**config.mk**
```make
export PLATFORM = sky130hd
export DESIGN_NAME = dmem_arbiter
export DESIGN_NICKNAME = d
export VERILOG_FILES = /design/src/rtl/dmem_arbiter_pkg.sv /design/src/rtl/dmem_arbiter_sat_counter.sv /design/src/rtl/dmem_arbiter.sv
export SDC_FILE = /design/constraint.sdc
export NUM_CORES = 1
export LEC_CHECK = 0
export BUFFER_PORTS_ARGS = -buffer_cell sky130_fd_sc_hd__buf_2
export CAP_MARGIN = 20
export CORE_AREA = 2 2 91 93
export CTS_CLUSTER_SIZE = 28
export DETAILED_ROUTE_END_ITERATION = 10
export DIE_AREA = 0 0 93 95
export PLACE_DENSITY = 0.61
export SKIP_LAST_GASP = 1
export SLEW_MARGIN = 20
export SYNTH_ARGS = -nofsm -noshare
export SYNTH_HDL_FRONTEND = slang
export SYNTH_SLANG_ARGS = --single-unit
export TNS_END_PERCENT = 1
```
**constraint.sdc**
```tcl
create_clock -name clk -period 3.95 [get_ports clk]
set_input_delay 0.1975 -clock clk [delete_from_list [all_inputs] [get_ports clk]]
set_output_delay 0.1975 -clock clk [all_outputs]
set_load 0.01 [all_outputs]
```
**src/rtl/dmem_arbiter_pkg.sv**
```systemverilog
// Shared pipeline-buffer definitions: data-memory arbiter state encoding and the
// fixed access size used for debug transfers.
package Pipe_Buf_Reg_PKG;

  typedef enum logic [1:0] {
    S_ARB   = 2'd0,
    S_LOCK  = 2'd1,
    S_YIELD = 2'd2
  } arb_state_e;

  // Debug transfers are always full words.
  localparam logic [2:0] DBG_FUNCT3 = 3'b010;

  function automatic int unsigned cnt_width(input int unsigned max_val);
    return $clog2(max_val + 1);
  endfunction

endpackage

```
**src/rtl/dmem_arbiter_sat_counter.sv**
```systemverilog
// Saturating up-counter with synchronous clear; clear wins over increment.
module sat_counter #(
  parameter int unsigned WIDTH = 4,
  parameter int unsigned MAX   = 8
) (
  input  logic             clk,
  input  logic             reset,
  input  logic             inc,
  input  logic             clr,
  output logic [WIDTH-1:0] count,
  output logic             at_max
);

  localparam logic [WIDTH-1:0] MAX_V = WIDTH'(MAX);

  always_ff @(posedge clk) begin
    if (reset || clr) begin
      count <= '0;
    end else if (inc && (count != MAX_V)) begin
      count <= count + 1'b1;
    end
  end

  assign at_max = (count == MAX_V);

endmodule

```
**src/rtl/dmem_arbiter.sv**
```systemverilog
// Data-memory port arbiter: pipeline MEM stage has priority, debug master is
// protected by a starvation counter and may take bounded locked bursts.
module dmem_arbiter
  import Pipe_Buf_Reg_PKG::*;
#(
  parameter int unsigned DM_ADDRESS = 9,
  parameter int unsigned DATA_W     = 32,
  parameter int unsigned STARVE_MAX = 8
) (
  input  logic                  clk,
  input  logic                  reset,
  input  logic                  cpu_rd,
  input  logic                  cpu_wr,
  input  logic [DM_ADDRESS-1:0] cpu_addr,
  input  logic [DATA_W-1:0]     cpu_wdata,
  input  logic [2:0]            cpu_funct3,
  output logic                  cpu_stall,
  output logic [DATA_W-1:0]     cpu_rdata,
  input  logic                  dbg_req,
  input  logic                  dbg_we,
  input  logic                  dbg_lock,
  input  logic [DM_ADDRESS-1:0] dbg_addr,
  input  logic [DATA_W-1:0]     dbg_wdata,
  output logic                  dbg_gnt,
  output logic                  dbg_rvalid,
  output logic [DATA_W-1:0]     dbg_rdata,
  output logic                  mem_rd,
  output logic                  mem_wr,
  output logic [DM_ADDRESS-1:0] mem_addr,
  output logic [DATA_W-1:0]     mem_wdata,
  output logic [2:0]            mem_funct3,
  input  logic [DATA_W-1:0]     mem_rdata
);

  localparam int unsigned CNT_W = cnt_width(STARVE_MAX);
  localparam logic [CNT_W-1:0] LOCK_LAST = CNT_W'(STARVE_MAX - 1);

  arb_state_e       state_q, state_d;
  logic             cpu_act;
  logic             gnt_raw;
  logic             starve_inc, starve_clr, starve_full;
  logic             lock_inc, lock_clr, lock_full;
  logic [CNT_W-1:0] starve_cnt, lock_cnt;
  logic [1:0]       rd_owner_q;  // {valid, debug}

  assign cpu_act = cpu_rd | cpu_wr;

  always_comb begin
    gnt_raw = 1'b0;
    state_d = state_q;
    unique case (state_q)
      S_ARB: begin
        gnt_raw = dbg_req & (~cpu_act | starve_full);
        // With a one-grant burst limit the entry grant already exhausts it.
        if (gnt_raw && dbg_lock) state_d = (STARVE_MAX == 1) ? S_YIELD : S_LOCK;
      end
      S_LOCK: begin
        gnt_raw = dbg_req & dbg_lock;
        if (!gnt_raw) begin
          state_d = S_ARB;
        end else if (lock_cnt == LOCK_LAST) begin
          state_d = S_YIELD;
        end
      end
      S_YIELD: state_d = S_ARB;
      default: state_d = S_ARB;
    endcase
  end

  always_ff @(posedge clk) begin
    if (reset) begin
      state_q <= S_ARB;
    end else begin
      state_q <= state_d;
    end
  end

  assign dbg_gnt   = gnt_raw & ~reset;
  assign cpu_stall = cpu_act & dbg_gnt;

  assign starve_inc = dbg_req & ~dbg_gnt;
  assign starve_clr = ~dbg_req | dbg_gnt;

  sat_counter #(
    .WIDTH (CNT_W),
    .MAX   (STARVE_MAX)
  ) u_starve_cnt (
    .clk    (clk),
    .reset  (reset),
    .inc    (starve_inc),
    .clr    (starve_clr),
    .count  (starve_cnt),
    .at_max (starve_full)
  );

  // Entering the burst from S_ARB counts the first grant; leaving it rearms.
  assign lock_inc = dbg_gnt & dbg_lock & (state_q != S_YIELD);
  assign lock_clr = (state_d != S_LOCK);

  sat_counter #(
    .WIDTH (CNT_W),
    .MAX   (STARVE_MAX)
  ) u_lock_cnt (
    .clk    (clk),
    .reset  (reset),
    .inc    (lock_inc),
    .clr    (lock_clr),
    .count  (lock_cnt),
    .at_max (lock_full)
  );

  always_comb begin
    mem_rd     = 1'b0;
    mem_wr     = 1'b0;
    mem_addr   = cpu_addr;
    mem_wdata  = cpu_wdata;
    mem_funct3 = cpu_funct3;
    if (dbg_gnt) begin
      mem_rd     = ~dbg_we;
      mem_wr     = dbg_we;
      mem_addr   = dbg_addr;
      mem_wdata  = dbg_wdata;
      mem_funct3 = DBG_FUNCT3;
    end else if (!reset) begin
      mem_rd = cpu_rd;
      mem_wr = cpu_wr;
    end
  end

  always_ff @(posedge clk) begin
    if (reset) begin
      rd_owner_q <= 2'b00;
    end else begin
      rd_owner_q <= {mem_rd, mem_rd & dbg_gnt};
    end
  end

  assign dbg_rvalid = rd_owner_q[1] & rd_owner_q[0] & ~reset;
  assign dbg_rdata  = dbg_rvalid ? mem_rdata : '0;
  assign cpu_rdata  = mem_rdata;

endmodule

```
* Word level (Yosys, flattened, before mapping) *
Index checks and enable logic that the tools add are counted.

operators by class
  add/subtract/negate cells = 2
  multipliers = 0
  divide/modulo/power cells = 0
  $lt $le $gt $ge = 0
  equality and inequality tests = 7
  shifts and indexed selects = 0
  mux-type cells = 13
  bitwise operators = 18
  reduce and logical (&&, ||, !) cells = 6

operators by type and width
  operator                                                                  number
  32-bit two-way mux                                                        2
  1-bit bitwise AND                                                         10
  9-bit two-way mux                                                         1
  4-bit by 1-bit adder with 4-bit output (second input constant)            2
  4-bit inequality test (second input constant)                             2
  2-bit two-way mux                                                         3
  1-bit NOT                                                                 5
  4-bit by 3-bit == test with 1-bit output (second input constant)          1
  4-bit == test (second input constant)                                     1
  1-bit two-way mux                                                         4
  2-bit case mux with 2 select lines                                        1
  1-bit logical AND                                                         3
  3-bit two-way mux                                                         1
  1-bit bitwise OR                                                          3
  2-bit by 1-bit == test with 1-bit output (second input constant)          1
  2-bit zero test                                                           1
  1-bit logical OR                                                          2
  2-bit by 1-bit inequality test with 1-bit output (second input constant)  1
  2-bit inequality test (second input constant)                             1
  1-bit case mux with 2 select lines                                        1

storage, ports and cells
  flip-flop bits (word level) = 12
  latch bits = 0
  memory bits (writable) = 0
  memory bits (read-only) = 0
  logic and storage cells = 50
  memories kept = 0

* Logic depth before layout (Yosys ltp) *
Gate-level depths: netlist of run 1.

  depth in word-level cells = 9
  mapped depth = 7
  gate-level depth less buffers = 5

* Modules after synthesis *
A second synthesis of run 1 with hierarchy kept.

second synthesis, totals
  cell total of the unflattened synthesis = 195
  area total of the unflattened synthesis = 1662.8 sq um

by module, submodules not included
  module        instances  cells each  area an instance (sq um)  seq. area each (sq um)
  dmem_arbiter  1          145         1214.9                    80.1
  sat_counter   2          25          224.0                     80.1

* Worst setup path before layout of run 1 *
Ideal clock, no wire load.

  kind = flip-flop to output port
  start point = register u_starve_cnt.count[0]
  end point = output mem_addr[5]
  arrival = 1.760 ns
  required time = 3.753 ns
  setup slack = 1.993 ns
  cell stages (with the launch flop) = 8
  path through = dfxtp_1 > inv_1 > ha_1 > nand3b_4 > a2111oi_4 > buf_6 > buf_6 > mux2_1

on the way
  word-level cells in the longest chain between the ends = 6

ends and longest elaborated chain
  item                                RTL line                        source
  start: declaration                  dmem_arbiter_sat_counter.sv:10  output logic [WIDTH-1:0] count,
  start signal: assignment            dmem_arbiter_sat_counter.sv:20  count <= count + 1'b1;
  4-bit == test                       dmem_arbiter_sat_counter.sv:24  assign at_max = (count == MAX_V);
  1-bit bitwise OR                    dmem_arbiter.sv:53              gnt_raw = dbg_req & (~cpu_act | starve_full);
  1-bit bitwise AND                   dmem_arbiter.sv:53
  1-bit case mux with 2 select lines  dmem_arbiter.sv:51              unique case (state_q)
  1-bit bitwise AND                   dmem_arbiter.sv:78              assign dbg_gnt = gnt_raw & ~reset;
  net dbg_gnt                         dmem_arbiter.sv:24              output logic dbg_gnt,
  9-bit two-way mux                   dmem_arbiter.sv:118             if (dbg_gnt) begin
  end: declaration                    dmem_arbiter.sv:29              output logic [DM_ADDRESS-1:0] mem_addr,

The timed path passes the listed nets, and every way through them passes these cells.

* Worst setup path in the final report of run 1 *
  start point = register u_starve_cnt.count[0]
  end point = output mem_wdata[18]

on the way
  word-level cells in the longest chain between the ends = 6

ends and longest elaborated chain
  item                                RTL line                        source
  4-bit == test                       dmem_arbiter_sat_counter.sv:24
  1-bit bitwise OR                    dmem_arbiter.sv:53
  1-bit bitwise AND                   dmem_arbiter.sv:53
  1-bit case mux with 2 select lines  dmem_arbiter.sv:51
  1-bit bitwise AND                   dmem_arbiter.sv:78
  32-bit two-way mux                  dmem_arbiter.sv:118
  end: declaration                    dmem_arbiter.sv:30              output logic [DATA_W-1:0] mem_wdata,

Every way passes these cells.

==> results of run 1 <==
[worst min path at each step]
stage / slack (ps) / end / startpoint / cells past startpoint
final: 150 / rd_owner_q[0] / dbg_we / 2
after global routing: 160 / rd_owner_q[0] / dbg_we / 2
after CTS: 150 / rd_owner_q[0] / dbg_we / 2
after detailed placement: 400 / rd_owner_q[0] / dbg_we / 2
after global placement: 400 / rd_owner_q[0] / dbg_we / 2
after floorplan: 270 / rd_owner_q[0] / dbg_we / 1
[cell families (layout without fill, tap and decap cells)]
family                   after synthesis  count (layout)  synth area share (%)
multiplexers                          44              44                  31.4
AND/OR/NAND/NOR                       65              65                  24.1
XOR/XNOR                               4               4                  2.08
AO/OA/AOI/OAI                          9               9                  5.64
buffers and inverters                 47             248                  19.6
adder cells (fa/ha/maj)                4               4                  2.97
flip-flops                            12              12                  14.3
[synthesized netlist by cell type (all sizes together)]
cell type  instances  share of area [%]
buf               37                 17
nor4bb             1               0.59
mux2i              3                1.8
nor2               5                1.1
and2              32                 12
nand4b             1               0.52
o311ai             1               0.52
a22o               2                1.0
or2                1               0.37
nand2b             5                1.9
nor2b              6                2.2
a2111o             1               0.67
a21oi              1               0.30
xor2               2                1.0
dfxtp             12                 14
inv                7                1.6
xnor2              2                1.0
mux2              41                 30
o21ba              1               0.59
nand2              3               0.67
a211oi             2               0.89
clkbuf             3               0.67
ha                 4                3.0
nor3               4                1.2
and3b              1               0.52
nand3              2               0.59
nand3b             4                2.5
a2111oi            1                1.6
[routing by layer]
metal  GRT usage (%)  vias up  routed length, um
li1                -      992                  -
met1            13.9      877               2290
met2            20.0       86               3000
met3            1.68        4                407
met4            2.57        0                 18
met5               0        -                  0
[cell usage in the layout, fill, tap and decap left out]
cell                        count
sky130_fd_sc_hd__a2111o_1       1
sky130_fd_sc_hd__a2111oi_4      1
sky130_fd_sc_hd__a211oi_1       2
sky130_fd_sc_hd__a21oi_1        1
sky130_fd_sc_hd__a22o_1         2
sky130_fd_sc_hd__and2_1        32
sky130_fd_sc_hd__and3b_1        1
sky130_fd_sc_hd__buf_2        236
sky130_fd_sc_hd__buf_4          2
sky130_fd_sc_hd__clkbuf_8       3
sky130_fd_sc_hd__dfxtp_1       12
sky130_fd_sc_hd__ha_1           4
sky130_fd_sc_hd__inv_1          7
sky130_fd_sc_hd__mux2_1         3
sky130_fd_sc_hd__mux2_2        28
sky130_fd_sc_hd__mux2_4        10
sky130_fd_sc_hd__mux2i_1        3
sky130_fd_sc_hd__nand2_1        3
sky130_fd_sc_hd__nand2b_1       5
sky130_fd_sc_hd__nand3_1        2
sky130_fd_sc_hd__nand3b_1       3
sky130_fd_sc_hd__nand3b_4       1
sky130_fd_sc_hd__nand4b_1       1
sky130_fd_sc_hd__nor2_1         5
sky130_fd_sc_hd__nor2b_1        6
sky130_fd_sc_hd__nor3_1         4
sky130_fd_sc_hd__nor4bb_1       1
sky130_fd_sc_hd__o21ba_2        1
sky130_fd_sc_hd__o311ai_0       1
sky130_fd_sc_hd__or2_2          1
sky130_fd_sc_hd__xnor2_1        2
sky130_fd_sc_hd__xor2_1         2
[power groups by stage]
| stage | combinational [mW] | clock [mW] | sequential [mW] |
|---|---|---|---|
| 2_1_floorplan | 0.110 | 0 | 0.127 |
| 3_5_place_dp | 0.199 | 0 | 0.127 |
| 6_report | 0.198 | 0.108 | 0.125 |
| 5_1_grt | 0.216 | 0.118 | 0.125 |
| 3_3_place_gp | 0.197 | 0 | 0.127 |
| 4_1_cts | 0.200 | 0.113 | 0.125 |
[final cells by class]
cell class                      count  share of cell area [%]
Inverter                            7                   0.955
Clock buffer                        3                    1.50
Sequential cell                    12                    8.74
Tap cell                          105                    4.78
Timing Repair Buffer              238                    43.5
Multi-Input combinational cell    126                    40.5
[registers in the layout, summed over array words and instances, names as in the netlist]
register	count
state_q	2
u_starve_cnt.count	4
u_lock_cnt.count	4
rd_owner_q	2
[stage by stage]
step	hold WS [ps]	util (%)	setup slack, ps	total power, mW	cells
2_1_floorplan	274	-	1990	0.237	185
3_3_place_gp	400	34.2	1530	0.324	488
3_5_place_dp	404	34.2	1470	0.327	488
4_1_cts	150	34.7	1200	0.438	491
5_1_grt	157	34.7	1060	0.459	491
6_report	152	34.7	1220	0.431	491
==> run summary, run 1 <==
The flow ran to the end, and the final reports show no timing, DRC or antenna violations. Of the synthesized area, sequential elements account for 14.3%. The peak clock frequency supported by timing was 366 MHz. The tools report the standard-cell row count as 33.

The count of nets left with antenna violations once routing finished came out at 0. Across the run, the number of max-cap violations was 0. Initial antenna violation count: 0.

For this run, the detailed router's first-pass iteration total came to 4. For this block, the via count after detailed routing is 1959. The endpoint of the worst-slack reg-to-reg timing path was u_lock_cnt.count[1]. The critical path ends at mem_wdata[18]. The worst hold path belongs to the class input pin to register.

The run gives 0 as the final-report hold violation count. The sort of element at the end of the critical path is a primary output. The area growth from synthesis to layout is 63.2%.

STA classifies the critical path startpoint as a register. Once the floorplan was initialized, standard cells occupied 21.3% of the core. Synthesis produced a netlist with a net count of 313.

The detailed-route DRC error count came out at 0. The largest clock skew in the final design came out at 1.73 ps. In this design, the stage delay of the slowest critical-path cell is 560 ps. After detailed routing, the average wire length per cell comes to 11.7 um. The die is 95 um tall. The endpoint required time on the critical path is 3750 ps, and the post-synth design cell area is 1690 um^2. After synthesis, the mean cell area works out to 9.11 um^2. Data on the critical path arrives at its endpoint at 2530 ps.

The share of total power in combinational logic is 45.9%, and the number of ports placed on the die boundary is 237. Setup repair after global routing left no endpoint under its margin. The number of global-route vias before repair came out at 1710. The run gives 240 ps as the clock latency of the later-clocked register in the worst-skew pair.

The fraction of final layout cells sized beyond drive strength 1 is 73.3%, and the antenna cell count is 0. Wires add up to 5.72 mm. The buffers plus inverters on the worst setup path was 3. After the first detailed-routing iteration, the DRC count stood at 37.

The tools report the setup slack of the most critical reg-to-reg path as 1950 ps. The number of buffers added on ports was 236; the worst slew slack as a fraction of its limit was 35.0%. Walking the worst path, the cells encountered are inv_1 -> ha_1 -> nand3b_4 -> a2111oi_4 -> buf_4 -> mux2_2 -> buf_2. The power density over the cells is 157 nW/um^2, and the area taken by flip-flops and latches is 240 um^2.

The count of state elements after synthesis is 12, and the global placement routability congestion is 0.737. After technology mapping, the gate count stands at 185. After clock tree synthesis, the setup repair step added 0 buffers. The tools report the count of warnings emitted by yosys as 0.

Entering global routing, the biggest net connects 46 pins. In this run the clock root is driven by a sky130_fd_sc_hd__clkbuf_8. Fill cells in the final layout number 875.

The core area was 7930 um^2. The tools report the leakage power as 1.57 nW. Detailed placement ended at an HPWL of 5.01 mm. The die covers 8840 um^2.

The final period utilization was 69.1%; the transition time of the tightest slew-check pin was 963 ps. The start point of the critical path was u_starve_cnt.count[0]. The via-per-instance ratio is 3.99, and the number of endpoints failing setup at the final stage is 0. The largest buffer count on any clock path was 2; the minimum period implied by the final worst setup slack was 2730 ps. The number of clock sinks seen by CTS was 12.

Measured in cells, the most critical reg-to-reg path has a length of 5. The run gives 0 as the overall overflow remaining after global route. The largest individual stage delay along the critical path comes from the cell sky130_fd_sc_hd__buf_4. The switching portion of total power was 29.9%; the H-tree depth reported by CTS was 1. TritonCTS built the clock tree.

For this design, the CTS-stage hold fixing added 0 buffers. Number of max-slew violations in the final report: 0. The final instance area came out at 2750 um^2. Counting distinct cell types in the post-synthesis netlist gives 33.

The number of buffers inserted during clock tree synthesis was 3; the critical-path maximum fanout was 45. In this run, flip-flops and latches consume 29.0% of the power. The multi-input logic area was 1110 um^2; the cell area after placement was 2710 um^2. For this design the total switching power over the nets is 0.129 mW. Floorplan die width: 93 um. Summed over all failing endpoints, the final setup total negative slack is 0 ps.

The clock share of power was 25.1%; the worst ir drop on vdd was 0.146 mV. Post-CTS repair changed the size of 0 cells. Global routing consumed, over all layers together, 11.1% of the routing resources. The kind of cell with the highest combined delay along the critical path is buffers and inverters. The number of gates on the worst path with buffers counted was 7.

The critical path is of the register to primary output type. For the first-pass GRT wire length, the log shows 7.99 mm. For the cell internal power dissipation, the log shows 0.302 mW. The net count of the finished layout is 516.

The clock-pin slew reported for the worst setup and hold paths after clock tree synthesis works out to 50 ps. The worst register-to-register path begins at u_starve_cnt.count[0].
(Power assumes the default switching activity.)
==> inputs of run 2 (changes only) <==
--- a/config.mk
+++ b/config.mk
@@ -5,6 +5,7 @@
 export SDC_FILE = /design/constraint.sdc
 export NUM_CORES = 1
 export LEC_CHECK = 0
+export ABC_AREA = 1
 export BUFFER_PORTS_ARGS = -buffer_cell sky130_fd_sc_hd__buf_2
 export CAP_MARGIN = 20
 export CORE_AREA = 2 2 91 93
==> constraint.sdc (replaced) <==
create_clock -name clk -period 2.67 [get_ports clk]
set_input_delay 0.1335 -clock clk [delete_from_list [all_inputs] [get_ports clk]]
set_output_delay 0.1335 -clock clk [all_outputs]
set_load 0.01 [all_outputs]
==> run 2 against run 1 <==
- sequential cell count unchanged
- first-iteration DRC count is 76% higher
- register-to-register slack worse by 1300 ps
- sequential share of layout area is 0.067 points lower
- combinational power increased by 54%
- clock-buffer cell count grew 1
- global-route usage increased by 1.8 points
- final cell count rose by 27%
- clock skew shrank 0.74 ps
- largest power group unchanged
- die area unchanged
- sequential power rose by 47%
==> run summary, run 2 <==
The flow ran to the end, and the final reports show no timing, DRC or antenna violations. The layout-stage area growth over the synthesis result is 64.8% (was 63.2%). Biggest registers after layout: u_lock_cnt.count: 4 flops, u_starve_cnt.count: 4 flops (unchanged). The H-tree depth reported by CTS was 1 (unchanged).

The minimum period implied by the final worst setup slack works out to 2410 ps. Synthesized netlist cell count: 322 (was 185). The critical-path maximum fanout is 29 (was 45), and the largest clock skew in the final design is 0.983 ps (was 1.73 ps). Standard-cell row count: 33 (unchanged). Most common cell after layout, fill and taps aside: sky130_fd_sc_hd__buf_2 (unchanged). The tools report the leakage power as 1.93 nW (was 1.57 nW). The run gives 2280 ps (was 2530 ps) as the arrival time reported for the critical path endpoint. The switching portion of total power is 33.4% (was 29.9%). Antenna cell count: 0 (unchanged).

The clock tree root driver cell is sky130_fd_sc_hd__clkbuf_8 (unchanged). The class of the most critical hold timing path is input pin to register (unchanged). The sum of negative setup slack was 0 ps (unchanged). Primary flip-flop cell chosen by synthesis mapping: sky130_fd_sc_hd__dfxtp_1 (unchanged). Cell family contributing the most delay on the critical path: simple AND/OR/NAND/NOR gates (was buffers and inverters). Setup repair after global routing left no endpoint under its margin. The clock-pin slew reported for the worst setup and hold paths after clock tree synthesis is 60 ps (was 50 ps), and the starting density of the core is 21.2% (was 21.3%). The launch point of the worst reg-to-reg path is u_starve_cnt.count[0] (unchanged). Most frequent cell after synthesis: sky130_fd_sc_hd__nand2_1 (was sky130_fd_sc_hd__buf_4). Final-report hold violation count: 0 (unchanged).

The category of the critical setup timing path was register to primary output (unchanged). The hold-critical path endpoint was rd_owner_q[0] (unchanged). The tools report the endpoint required time on the critical path as 2540 ps (was 3750 ps). Count of state elements after synthesis: 12 (unchanged). Ranking of synthesized cells by instance count: sky130_fd_sc_hd__nand2_1, sky130_fd_sc_hd__inv_1, sky130_fd_sc_hd__nor2_1, sky130_fd_sc_hd__buf_4, sky130_fd_sc_hd__dfxtp_1 (was sky130_fd_sc_hd__buf_4, sky130_fd_sc_hd__and2_1, sky130_fd_sc_hd__mux2_2, sky130_fd_sc_hd__dfxtp_1, sky130_fd_sc_hd__mux2_4). Proportion of netlist area held by the largest area contributor: 30.8% (was 18.7%). The type of element launching the critical path is a register (unchanged). The average wire per cell in the routed design was 10.9 um (was 11.7 um). The number of cells traversed by the worst register-to-register path works out to 9 (was 5).

Global placement routability congestion: 0.771 (was 0.737). The hold buffer count at CTS came out at 0 (unchanged). The logs give 14.3% (about the same) for the post-synthesis sequential area ratio and 65 (was 37) for the detailed router's first-iteration violation count. Most used cells in the layout excluding fill and tap cells: sky130_fd_sc_hd__buf_2, sky130_fd_sc_hd__nand2_1, sky130_fd_sc_hd__inv_1 (was sky130_fd_sc_hd__buf_2, sky130_fd_sc_hd__and2_1, sky130_fd_sc_hd__mux2_2).

Cell type contributing the most total cell area after synthesis: sky130_fd_sc_hd__nand2_1 (was sky130_fd_sc_hd__mux2_2). The routed via count is 2473 (was 1959), and the number of clock sinks seen by CTS is 12 (unchanged). Multi-input logic area: 941 um^2 (was 1110 um^2).

The buffers plus inverters on the worst setup path is 3 (unchanged), and the total setup buffers inserted after CTS is 0 (unchanged). The post-detailed-placement half-perimeter wirelength came out at 5.89 mm (was 5.01 mm). Crit path cell chain: inv_1 -> ha_1 -> nand3_2 -> nand2_1 -> nand2_1 -> nand2_1 -> nand2_2 -> buf_12 -> nand2_1 -> nand2_1 -> buf_2 (was inv_1 -> ha_1 -> nand3b_4 -> a2111oi_4 -> buf_4 -> mux2_2 -> buf_2). The overall overflow remaining after global route is 0 (unchanged), and the number of ports placed on the die boundary is 237 (unchanged). By instance count, the cell type seen most on the critical path is sky130_fd_sc_hd__nand2_1. The mean cell area of the mapped netlist came out at 5.22 um^2 (was 9.11 um^2). The initial antenna violation count was 0 (unchanged). Number of cells upsized or downsized after cts: 0 (unchanged). Depth of the worst hold-timing path: 2 (unchanged). The run gives 12.9% (was 11.1%) as the total routing resource utilization after global routing. Cell with the largest stage delay on the worst path: sky130_fd_sc_hd__nand2_2 (was sky130_fd_sc_hd__buf_4).

The clock share of power came out at 29.3% (was 25.1%). The final period utilization was 90.3%. The share of total power in combinational logic was 44.1% (was 45.9%); the number of enable-type register cells in the synthesized netlist was 0 (unchanged). The number of global-route vias before repair is 2007 (was 1710). The start point of the worst hold path is dbg_we (unchanged). The cell internal power dissipation was 0.459 mW (was 0.302 mW); the final-stage net count was 650 (was 516). Worst ir drop on vdd: 0.235 mV (was 0.146 mV). The logs give 8840 um^2 (unchanged) for the area enclosed by the die boundary and 2770 um^2 (was 2750 um^2) for the final instance area. The power density over the cells is 249 nW/um^2 (was 157 nW/um^2), and the cell area after placement is 2720 um^2 (was 2710 um^2). The largest buffer count on any clock path was 2 (unchanged); the transition time of the tightest slew-check pin was 460 ps (was 963 ps).

For the count of warnings emitted by yosys, the log shows 0 (unchanged). The switching power summed over all nets came out at 0.231 mW (was 0.129 mW). The setup slack of the most critical reg-to-reg path was 680 ps (was 1950 ps); the via-per-instance ratio was 3.95 (was 3.99). The run gives 1680 um^2 (was 1690 um^2) as the post-synth design cell area. The overall routed net length is 6.82 mm (was 5.72 mm), and the floorplan die width is 93 um (unchanged).

The tools report the post-synth net total as 450 (was 313). The tools report the worst setup slack before clock tree synthesis as 535 ps (was 1470 ps). For the pin count of the biggest net entering global routing, the log shows 34 (was 46). The number of nets still failing antenna checks after routing was 0 (unchanged). The run gives 240 ps (about the same) as the clock latency of the later-clocked register in the worst-skew pair.

For this run, the top clock speed supported by timing is 415 MHz. Endpoint of the worst-slack reg-to-reg timing path: rd_owner_q[1] (was u_lock_cnt.count[1]). The post-layout worst setup margin was 259 ps (was 1220 ps). Area taken by flip-flops and latches: 240 um^2 (unchanged).

The logs give 26.6% (was 29.0%) for the share of total power in sequential cells and 0 (unchanged) for the detailed-route DRC error count. Synth area leaders: sky130_fd_sc_hd__nand2_1, sky130_fd_sc_hd__buf_4, sky130_fd_sc_hd__dfxtp_1 (was sky130_fd_sc_hd__mux2_2, sky130_fd_sc_hd__buf_4, sky130_fd_sc_hd__dfxtp_1). The post-synthesis async set-or-reset flop share was 0% (unchanged).

The height of the chip was 95 um (unchanged); the utilization after layout was 35.0% (was 34.7%). The highest cell delay on the worst timing path works out to 380 ps (was 560 ps). The first-pass GRT wire length is 9.23 mm (was 7.99 mm). The max capacitance violation total is 0 (unchanged). The run gives 907 (was 875) as the number of inserted filler cells in the final layout.

The core area came out at 7930 um^2 (unchanged). The fraction of final layout cells sized beyond drive strength 1 is 48.0% (was 73.3%). Sort of element at the end of the critical path: a primary output (unchanged). The worst slew slack as a fraction of its limit is 69.2% (was 35.0%). The number of buffers added on ports is 236 (unchanged). TritonCTS built the clock tree. The tools report the start point of the critical path as u_starve_cnt.count[0] (unchanged). The first-pass detailed-route iteration total is 4 (unchanged).

The number of library cell types mapped by synthesis was 21 (was 33); the number of endpoints failing setup at the final stage was 0 (unchanged). The logs give 3 (unchanged) for the number of buffers inserted during clock tree synthesis and 0 (unchanged) for the number of max-slew violations in the final report.
[run 2: final cells by class]
cell class                      count  share of cell area, %
Tap cell                          105                   4.74
Multi-Input combinational cell    217                   34.0
Clock buffer                        4                   1.99
Inverter                           48                   6.50
Sequential cell                    12                   8.67
Timing Repair Buffer              240                   44.2
[run 2: per-layer routing]
layer  part of all wire [%]  GRT usage [%]  vias to the layer above
met5                      0              0                        -
met4                   0.31           1.47                        0
li1                       -              -                     1312
met2                     50           23.7                      118
met1                     42           16.6                     1040
met3                    8.0           1.60                        3
[run 2: per-stage QoR]
step | hold slack (ps) | power [mW] | instances
CTS | 85.3 | 0.696 | 626
detailed placement | 342 | 0.494 | 622
floorplan | 212 | 0.346 | 322
global route | 94.2 | 0.735 | 626
global placement | 336 | 0.492 | 622
finish | 92.2 | 0.690 | 626
[run 2: worst max path at each step]
stage                    endpoint  slack, ps  depth (start not counted)
finish               mem_wdata[8]        260                         11
detailed placement   mem_wdata[8]        540                         11
global placement     mem_wdata[8]        600                         11
floorplan           mem_wdata[20]       1110                         11
global route         mem_wdata[8]        110                         11
CTS                  mem_wdata[8]        260                         11
[run 2: kinds of logic after synthesis]
kind of cell | after synthesis | synth area share (%)
xor+xnor | 4 | 2.08
compound gates | 11 | 3.79
fa+ha+maj | 4 | 2.98
flops | 12 | 14.3
simple gates | 198 | 46.4
buf+inv | 93 | 30.4
[run 2: power groups by stage]
stage,clock (mW),combinational (mW),sequential (mW)
floorplan,0,0.159,0.187
global placement,0,0.305,0.187
detailed placement,0,0.306,0.187
CTS,0.204,0.308,0.184
global route,0.212,0.339,0.184
finish,0.202,0.304,0.184
[run 2: worst register-to-register path: stages, from the launching register on]
cell and delay, ps:
sky130_fd_sc_hd__dfxtp_1 320, sky130_fd_sc_hd__inv_1 90, sky130_fd_sc_hd__ha_1 160, sky130_fd_sc_hd__nand3_2 140
sky130_fd_sc_hd__nand2_1 90, sky130_fd_sc_hd__nand2_1 100, sky130_fd_sc_hd__nand2_1 140, sky130_fd_sc_hd__nand2_2 300
sky130_fd_sc_hd__buf_12 290, sky130_fd_sc_hd__a31o_2 250
==> inputs of run 3 (changes only) <==
--- a/config.mk
+++ b/config.mk
@@ -5,14 +5,13 @@
 export SDC_FILE = /design/constraint.sdc
 export NUM_CORES = 1
 export LEC_CHECK = 0
-export ABC_AREA = 1
 export BUFFER_PORTS_ARGS = -buffer_cell sky130_fd_sc_hd__buf_2
 export CAP_MARGIN = 20
-export CORE_AREA = 2 2 91 93
+export CORE_AREA = 2 2 92 94
 export CTS_CLUSTER_SIZE = 28
 export DETAILED_ROUTE_END_ITERATION = 10
-export DIE_AREA = 0 0 93 95
-export PLACE_DENSITY = 0.61
+export DIE_AREA = 0 0 94 96
+export PLACE_DENSITY = 0.6
 export SKIP_LAST_GASP = 1
 export SLEW_MARGIN = 20
 export SYNTH_ARGS = -nofsm -noshare
==> run 3 against run 2 <==
- first-iteration DRC count shrank 62%
- critical path type unchanged
- die area increased by 2.1%
- setup slack got worse by 70 ps
- final cell count shrank 21%
- sequential cell count unchanged
==> run summary, run 3 (synthesized netlist as in run 1, its figures left out) <==
The run gives 2730 um^2 (was 2720 um^2) as the cell area after placement. Number of clock sinks seen by CTS: 12 (unchanged). The final instance count without filler cells was 493 (was 626); the worst slew slack as a fraction of its limit was 61.2% (was 69.2%). The sum of negative setup slack was 0 ps (unchanged); the overall routed net length was 5.66 mm (was 6.82 mm).

The max capacitance violation total is 0 (unchanged), and the number of buffers added on ports is 236 (unchanged). Most common cell after layout, fill and taps aside: sky130_fd_sc_hd__buf_2 (unchanged). For the total setup buffers inserted after CTS, the log shows 0 (unchanged). The final period utilization is 92.9% (was 90.3%), and the routed via count is 2012 (was 2473). The logs give 0 (unchanged) for the hold buffer count at CTS and 0 (unchanged) for the number of nets still failing antenna checks after routing.

The run gives 2 (unchanged) as the largest buffer count on any clock path. The fraction of final layout cells sized beyond drive strength 1 is 73.5% (was 48.0%), and the layout-stage area growth over the synthesis result is 65.2% (was 64.8%). The tools report the H-tree depth reported by CTS as 1 (unchanged).

The utilization after layout came out at 34.6% (was 35.0%). TritonCTS built the clock tree. For the final-stage net count, the log shows 517 (was 650). The global placement routability congestion was 0.821 (was 0.771). For the arrival time reported for the critical path endpoint, the log shows 2350 ps (was 2280 ps).

The detailed-route DRC error count was 0 (unchanged); the power density over the cells was 245 nW/um^2 (was 249 nW/um^2). The number of ports placed on the die boundary was 237 (unchanged). The cell with the largest stage delay on the worst path is sky130_fd_sc_hd__a2111oi_4 (was sky130_fd_sc_hd__nand2_2). The class of the most critical hold timing path was input pin to register (unchanged).

The antenna cell count was 0 (unchanged). The pin count of the biggest net entering global routing is 46 (was 34), and the number of global-route vias before repair is 1612 (was 2007). The run gives 9020 um^2 (was 8840 um^2) as the area enclosed by the die boundary. The transition time of the tightest slew-check pin came out at 578 ps (was 460 ps). Most used cells in the layout excluding fill and tap cells: sky130_fd_sc_hd__buf_2, sky130_fd_sc_hd__and2_1, sky130_fd_sc_hd__mux2_2 (was sky130_fd_sc_hd__buf_2, sky130_fd_sc_hd__nand2_1, sky130_fd_sc_hd__inv_1).

The tools report the sort of element at the end of the critical path as a primary output (unchanged). Floorplan die width: 94 um (was 93 um). The peak clock frequency supported by timing is 403 MHz (was 415 MHz), and the number of inserted filler cells in the final layout is 863 (was 907). The overall overflow remaining after global route was 0 (unchanged); the largest clock skew in the final design was 4.66 ps (was 0.983 ps). Critical-path maximum fanout: 45 (was 29). Biggest registers after layout: u_lock_cnt.count: 4 flops, u_starve_cnt.count: 4 flops (unchanged). The average wire per cell in the routed design is 11.5 um (was 10.9 um). The tools report the starting density of the core as 20.9% (was 21.2%). The tools report the first-pass GRT wire length as 7.54 mm (was 9.23 mm). The count of placed standard cells including taps was 489 (was 622). The final instance area is 2780 um^2 (was 2770 um^2), and the detailed router's first-iteration violation count is 25 (was 65). The number of buffers inserted during clock tree synthesis was 3 (unchanged). Via-per-instance ratio: 4.08 (was 3.95). The type of element launching the critical path was a register (unchanged).

For the number of max-slew violations in the final report, the log shows 0 (unchanged). Total routing resource utilization after global routing: 10.3% (was 12.9%). The highest cell delay on the worst timing path is 440 ps (was 380 ps). The logs give 8050 um^2 (was 7930 um^2) for the core area and 1.59 nW (was 1.93 nW) for the leakage power.

Category of the critical setup timing path: register to primary output (unchanged). The minimum period implied by the final worst setup slack is 2480 ps (was 2410 ps), and the standard-cell row count is 33 (unchanged). The final-report hold violation count is 0 (unchanged), and the overall power of the completed layout is 0.683 mW (was 0.690 mW). The endpoint required time on the critical path is 2540 ps (about the same). The clock latency of the later-clocked register in the worst-skew pair is 240 ps (about the same), and the initial antenna violation count is 0 (unchanged).

Setup repair after global routing left no endpoint under its margin. The first-pass detailed-route iteration total came out at 4 (unchanged). The run gives 0 (unchanged) as the number of endpoints failing setup at the final stage. Crit path cell chain: inv_1 -> ha_1 -> nand3b_4 -> a2111oi_4 -> buf_12 -> mux2_1 -> buf_2 (was inv_1 -> ha_1 -> nand3_2 -> nand2_1 -> nand2_1 -> nand2_1 -> nand2_2 -> buf_12 -> nand2_1 -> nand2_1 -> buf_2).

The post-detailed-placement half-perimeter wirelength is 4.97 mm (was 5.89 mm), and the height of the chip is 96 um (was 95 um). The flow ran to the end, and the final reports show no timing, DRC or antenna violations. Clock tree root driver cell: sky130_fd_sc_hd__clkbuf_8 (unchanged).

The clock-pin slew reported for the worst setup and hold paths after clock tree synthesis was 60 ps (about the same); the number of cells upsized or downsized after cts was 0 (unchanged). The worst ir drop on vdd came out at 0.272 mV (was 0.235 mV).
[run 3: cell types whose count changed in the layout (fill, tap and decap cells not counted), sizes merged, moves of 7 or more]
cell and delta:
mux2 +41, nand2 -136, inv -41, nand4 -7, nor2 -39, and2 +32
[run 3: worst max-delay path: cells and delay by family, from the launching register on]
kind / cells / cell delay (ps)
muxes: 1 / 380
buffers and inverters: 3 / 550
adders and majority gates: 1 / 240
and+or+nand+nor: 1 / 120
AOI/OAI and AO/OA: 1 / 440
DFF: 1 / 320
[run 3: final timing paths]
path / start / end / slack [ps] / depth (start not counted)
setup / recovery: u_starve_cnt.count[0] / mem_addr[7] / 190 / 7
hold reg to reg: state_q[0] / state_q[1] / 520 / 2
hold / removal: dbg_we / rd_owner_q[0] / 90 / 2
setup reg to reg: u_starve_cnt.count[0] / u_lock_cnt.count[0] / 1050 / 6
[run 3: routing by layer]
layer	up-vias	routed length, um	track usage, %
met5	-	0	0
met3	2	477	0.940
met2	103	2910	19.0
li1	1000	-	-
met4	0	15	1.69
met1	907	2250	13.3
[run 3: power breakdown]
group	switching, mW	total, mW	internal (mW)	leakage (nW)
registers	0.00188	0.184	0.182	0.0973
clock network	0.0716	0.202	0.130	0.0288
logic	0.130	0.297	0.167	1.46
[run 3: layout make-up]
| type | count | area, um^2 | area share (%) |
|---|---|---|---|
| well taps | 105 | 131 | 4.72 |
| clock buffers | 4 | 55.1 | 1.98 |
| inverters | 7 | 26.3 | 0.944 |
| flip-flops and latches | 12 | 240 | 8.63 |
| multi-input cells | 126 | 1110 | 40.0 |
| repair buffers | 239 | 1220 | 43.7 |
[run 3: stage by stage]
stage,setup slack [ps],hold WS (ps)
after floorplan,777,210
after global placement,519,333
after detailed placement,461,341
after CTS,183,88.7
after global routing,80.7,89.3
final,189,86.0
